--- src/rtl/inst_fetch_pkg.sv ---
// rtl/inst_fetch_pkg.sv - shared widths, FSM state encoding and queue entry type for the fetch stage
package inst_fetch_pkg;

  localparam int INST_W = 32;
  localparam int ADDR_W = 32;

  typedef enum logic [1:0] {
    IF_IDLE = 2'd0,
    IF_WAIT = 2'd1,
    IF_DROP = 2'd2
  } if_state_e;

  typedef struct packed {
    logic [ADDR_W-1:0] pc;
    logic [INST_W-1:0] inst;
  } if_entry_t;

endpackage

--- src/rtl/inst_fetch_queue.sv ---
// rtl/inst_fetch_queue.sv - in-order {pc,inst} FIFO between fetch and decode
module inst_queue
  import inst_fetch_pkg::*;
#(
  parameter int DEPTH = 4
) (
  input  logic                   clk_in,
  input  logic                   rst_n_in,
  input  logic                   en,
  input  logic                   flush,
  input  logic                   push,
  input  if_entry_t              push_entry,
  input  logic                   pop,
  output logic [$clog2(DEPTH):0] count,
  output logic                   head_valid,
  output if_entry_t              head
);

  localparam int PTR_W = $clog2(DEPTH);
  localparam int CNT_W = PTR_W + 1;

  if_entry_t        mem [DEPTH];
  logic [PTR_W-1:0] rd_ptr;
  logic [PTR_W-1:0] wr_ptr;

  // Pointers wrap naturally because DEPTH is a power of two.
  always_ff @(posedge clk_in or negedge rst_n_in) begin
    if (!rst_n_in) begin
      rd_ptr <= '0;
      wr_ptr <= '0;
      count  <= '0;
    end else if (en) begin
      if (flush) begin
        rd_ptr <= '0;
        wr_ptr <= '0;
        count  <= '0;
      end else begin
        if (push) wr_ptr <= wr_ptr + 1'b1;
        if (pop)  rd_ptr <= rd_ptr + 1'b1;
        count <= count + CNT_W'(push) - CNT_W'(pop);
      end
    end
  end

  always_ff @(posedge clk_in) begin
    if (en && push && !flush) mem[wr_ptr] <= push_entry;
  end

  assign head_valid = (count != '0);
  assign head       = head_valid ? mem[rd_ptr] : '0;

endmodule

--- src/rtl/inst_fetch.sv ---
// rtl/inst_fetch.sv - fetch PC, single-outstanding memory request FSM and redirect handling
module inst_fetch
  import inst_fetch_pkg::*;
#(
  parameter int          QUEUE_DEPTH = 4,
  parameter logic [31:0] RESET_PC    = 32'h0
) (
  input  logic              clk_in,
  input  logic              rst_n_in,
  input  logic              rdy_in,
  output logic              mem_req_out,
  output logic [ADDR_W-1:0] mem_addr_out,
  input  logic              mem_valid_in,
  input  logic [INST_W-1:0] mem_data_in,
  output logic              inst_valid_out,
  output logic [INST_W-1:0] inst_out,
  output logic [ADDR_W-1:0] pc_out,
  input  logic              inst_ready_in,
  input  logic              redirect_in,
  input  logic [ADDR_W-1:0] redirect_pc_in
);

  localparam int                CNT_W = $clog2(QUEUE_DEPTH) + 1;
  localparam logic [CNT_W-1:0]  DEPTH_C = CNT_W'(QUEUE_DEPTH);

  if_state_e         state, state_nxt;
  logic [ADDR_W-1:0] fetch_pc, fetch_pc_nxt, pc_plus4;
  logic              mem_req_nxt;
  logic [ADDR_W-1:0] mem_addr_nxt;
  logic [CNT_W-1:0]  count, post_count;
  logic              push, pop, flush;
  if_entry_t         head;

  assign pop        = inst_valid_out & inst_ready_in & rdy_in & ~redirect_in;
  assign push       = (state == IF_WAIT) & mem_valid_in & ~redirect_in;
  assign flush      = redirect_in;
  assign pc_plus4   = fetch_pc + 32'd4;
  assign post_count = count + CNT_W'(push) - CNT_W'(pop);

  inst_queue #(.DEPTH(QUEUE_DEPTH)) u_queue (
    .clk_in     (clk_in),
    .rst_n_in   (rst_n_in),
    .en         (rdy_in),
    .flush      (flush),
    .push       (push),
    .push_entry ('{pc: fetch_pc, inst: mem_data_in}),
    .pop        (pop),
    .count      (count),
    .head_valid (inst_valid_out),
    .head       (head)
  );

  assign inst_out = head.inst;
  assign pc_out   = head.pc;

  always_comb begin
    state_nxt    = state;
    fetch_pc_nxt = fetch_pc;
    mem_req_nxt  = mem_req_out;
    mem_addr_nxt = mem_addr_out;
    if (redirect_in) begin
      // A word arriving with the redirect is stale; otherwise wait out the in-flight request.
      fetch_pc_nxt = redirect_pc_in & ~32'h3;
      if (state == IF_WAIT || state == IF_DROP) begin
        if (mem_valid_in) begin
          mem_req_nxt = 1'b0;
          state_nxt   = IF_IDLE;
        end else begin
          state_nxt   = IF_DROP;
        end
      end
    end else begin
      unique case (state)
        IF_IDLE: begin
          if (count < DEPTH_C) begin
            mem_req_nxt  = 1'b1;
            mem_addr_nxt = fetch_pc;
            state_nxt    = IF_WAIT;
          end
        end
        IF_WAIT: begin
          if (mem_valid_in) begin
            fetch_pc_nxt = pc_plus4;
            if (post_count < DEPTH_C) begin
              mem_addr_nxt = pc_plus4;
            end else begin
              mem_req_nxt = 1'b0;
              state_nxt   = IF_IDLE;
            end
          end
        end
        IF_DROP: begin
          if (mem_valid_in) begin
            mem_req_nxt = 1'b0;
            state_nxt   = IF_IDLE;
          end
        end
        default: state_nxt = IF_IDLE;
      endcase
    end
  end

  always_ff @(posedge clk_in or negedge rst_n_in) begin
    if (!rst_n_in) begin
      state        <= IF_IDLE;
      fetch_pc     <= RESET_PC;
      mem_req_out  <= 1'b0;
      mem_addr_out <= RESET_PC;
    end else if (rdy_in) begin
      state        <= state_nxt;
      fetch_pc     <= fetch_pc_nxt;
      mem_req_out  <= mem_req_nxt;
      mem_addr_out <= mem_addr_nxt;
    end
  end

endmodule

--- config.mk ---
export PLATFORM = sky130hd
export DESIGN_NAME = inst_fetch
export DESIGN_NICKNAME = d
export VERILOG_FILES = /design/src/rtl/inst_fetch_pkg.sv /design/src/rtl/inst_fetch_queue.sv /design/src/rtl/inst_fetch.sv
export SDC_FILE = /design/constraint.sdc
export NUM_CORES = 1
export LEC_CHECK = 0
export CAP_MARGIN = 30
export CORE_MARGIN = 4
export CORE_UTILIZATION = 60
export DETAILED_ROUTE_END_ITERATION = 7
export PLACE_DENSITY = 0.94
export SYNTH_ARGS = -nofsm -noshare
export SYNTH_HDL_FRONTEND = slang
export SYNTH_SLANG_ARGS = --single-unit
--- constraint.sdc ---
create_clock -name clk_in -period 5.2 [get_ports clk_in]
set_clock_uncertainty 0.05 [all_clocks]
set_input_delay 1.3 -clock clk_in [delete_from_list [all_inputs] [get_ports clk_in]]
set_output_delay 1.3 -clock clk_in [all_outputs]
set_load 0.01 [all_outputs]
==> out/metrics.csv <==
metric,value,unit
outcome,finished clean,
num-fill-cells,1354,
placement.io_buffers,161,
start_util,0.607,
synth_seq_cells,318,
vias_in_the_first_global_route,8423,
criticalPathCategory,reg -> out,
worst_ep_arrival_time,2.96,ns
cts_made_buffers,30,
hold_path.class,reg -> reg,
netlist_top_cells_area,"edfxtp_1 (54%), dfrtp_1 (13%), mux4_2 (10%)",
holdCritStartpoint,u_queue.rd_ptr[1],
report.final.setup_viol,0,
antenna_found_initial,0,
crit-reg2reg-launch,u_queue.count[2],
dr.first_iter.drc_count,704,
crit_path_top_delay_cell,dfrtp_4,
avgViaCountPerCell,6.19,
report.final.slew_viol_count,0,
holdPathStages,1,
rrSetupSlack,1.26,ns
total_leakage_power,5.60,nW
vias,8346,
max-cap-violations,0,
period_needed,4.31,ns
grt_pass1_wl,47700,um
timing.critical_path.max_delay_family,buffers and inverters,
cts.repair_timing.setup_buffer_count,0,
setup_tns,0,ns
fp.dieArea,25300,um^2
netlist_area,13700,um^2
critical-path-max-stage-delay,0.77,ns
worst_skew_pair.late_latency,0.55,ns
count_of_flip_flops_with_a_built_in_enable_after_synthesis,248,
rsz_0062_raised_after_global_routing,false,
design.portCount,168,
gp_routability_congestion,0.900,
synth_cell_type_count,61,
share_of_layout_cells_above_drive_strength_1,0.142,
layout_setup_ws,0.893,ns
ant_nets,0,
synth_async_sr_flop_share,0.220,
fmax,232,MHz
power_density,457,nW/um^2
drt_pre_antenna_iters,5,
clock_tree.htree_level_count,1,
worst-endpoint-required,3.85,ns
sink_count_of_the_clock_tree,318,
cts_resized,0,
critical_path_source_type,register,
path_clk_slew,0.06,ns
yosysWarnings,0,
synthDominantAreaCellType,edfxtp_1,
fin_nets,1121,
cts_tree,built,
placement_stage_worst_setup_slack,0.498,ns
critical_path.max_fanout,39,
synth_common_cells,"edfxtp_1 (248), dfrtp_1 (70), and2_1 (66)",
die_height,159,um
worstMarginPinSlew,0.920,ns
diodes,0,
ir_worst_vdd,0.300,mV
synthesis.instances,891,
holdBufCountCts,0,
critical_path_depth,4,
clk_root_buffer_cell,clkbuf_16,
synth.avg_cell_area,15.4,um^2
final-hold-violation-count,0,
core.rowCount,55,
worst-path-buf-inv,2,
area.growth.synth_to_final,20.8,%
post-route-drc-count,0,
routed_wire_length_per_instance,22.1,um
grt_max_degree,67,
crit-reg2reg-capture,mem_addr_out[12],
ctsLongestPathBuffers,3,
synthMostInstantiatedCell,edfxtp_1,
hpwlAfterDp,19000,um
stdcell_area,16600,um^2
worst_setup_path_end_kind,output port,
synth_top_flop_cell,edfxtp_1,
overflow,0,
slew-limit-headroom,0.387,
r2r_cells,14,
chipWidth,159,um
postRouteWirelength,29800,um
grt.total_usage,0.235,
worstPathCellList,"buf_12, mux4_2, and2_1, clkdlybuf4s50_1",
ys_seq_area_frac,0.671,
placed_area,15600,um^2
total_power,7.56,mW
synth_top_cell_area_share,0.543,
core_area,22600,um^2
worst_case_hold_slack,0.432,ns
layout_worst_path_cycle_share,0.828,
hold-path-endpoint,u_queue.rd_ptr[1],
## through the flow
step,cells,util
final,1348,0.734
after global routing,1348,0.734
after CTS,1348,0.734
after detailed placement,1293,0.689
after global placement,1293,0.689
after floorplan,894,-
## worst reg2reg max path: stages (launching register included)
cell	delay, ns
dfrtp_1	0.48
or3_2	0.51
buf_4	0.31
nand3_1	0.18
inv_1	0.05
ha_1	0.26
inv_1	0.06
ha_1	0.13
inv_1	0.04
fa_1	0.41
xor2_1	0.28
nor4b_1	0.47
o31ai_4	0.15
buf_12	0.20
o21ai_0	0.26
## state kept, by name (all words and copies together) (netlist names)
register / cells
fetch_pc: 30
mem_addr_out: 30
mem_req_out: 1
state: 2
u_queue.count: 3
u_queue.mem: 248
u_queue.rd_ptr: 2
u_queue.wr_ptr: 2
## kinds of logic (layout without fill, tap and decap cells)
family,Yosys count,in the layout,share of synthesized area
compound gates,124,124,0.0550
xor+xnor,31,31,0.0208
fa+ha+maj,11,11,0.0106
buf+inv,83,252,0.0290
flops,318,318,0.671
mux,76,76,0.112
other cells,1,4,0.000274
simple gates,247,247,0.101
## power breakdown
group / switching [mW] / internal [mW]
registers: 0.303 / 3.09
clock network: 0.896 / 1.30
logic: 0.931 / 1.04
## layout make-up
class                           count  area, um^2  share of cell area
Clock buffer                       40         820              0.0495
Clock inverter                     15         179              0.0108
Timing Repair Buffer              181        1790               0.108
Tap cell                          285         357              0.0215
Inverter                           16        60.1             0.00363
Multi-Input combinational cell    493        4140               0.250
Sequential cell                   318        9200               0.556
## layout by cell type, fill, tap and decap left out, drive strengths merged, types with 5 or more instances in the layout
cell / netlist / final
a21oi: 25 / 25
a221o: 6 / 6
a22oi: 5 / 5
and2: 67 / 67
and3: 8 / 8
and4: 5 / 5
buf: 36 / 21
clkbuf: 31 / 40
clkdlybuf4s50: 0 / 160
clkinv: 0 / 8
dfrtp: 70 / 70
edfxtp: 248 / 248
ha: 10 / 10
inv: 16 / 16
mux2i: 13 / 13
mux4: 62 / 62
nand2: 65 / 65
nand3: 18 / 18
nand4: 19 / 19
nor2: 21 / 21
nor3: 19 / 19
nor4: 11 / 11
o21ai: 52 / 52
o22ai: 15 / 15
or3: 7 / 7
xnor2: 15 / 15
xor2: 15 / 15
## per-layer routing
layer / vias up / share of wire / GRT usage
li1: 3709 / - / -
met1: 4120 / 0.41 / 0.337
met2: 456 / 0.49 / 0.380
met3: 61 / 0.081 / 0.0456
met4: 0 / 0.021 / 0.0564
met5: - / 0 / 0
## worst max path at each step
stage,endpoint,from
2_1_floorplan,u_queue.mem[0][0],mem_valid_in
3_3_place_gp,mem_addr_out[7],rdy_in
3_5_place_dp,mem_addr_out[12],rdy_in
4_1_cts,pc_out[27],u_queue.rd_ptr[0]
5_1_grt,pc_out[19],u_queue.rd_ptr[0]
6_report,pc_out[27],u_queue.rd_ptr[0]
No activity file was read; power rests on OpenSTA's default activity.
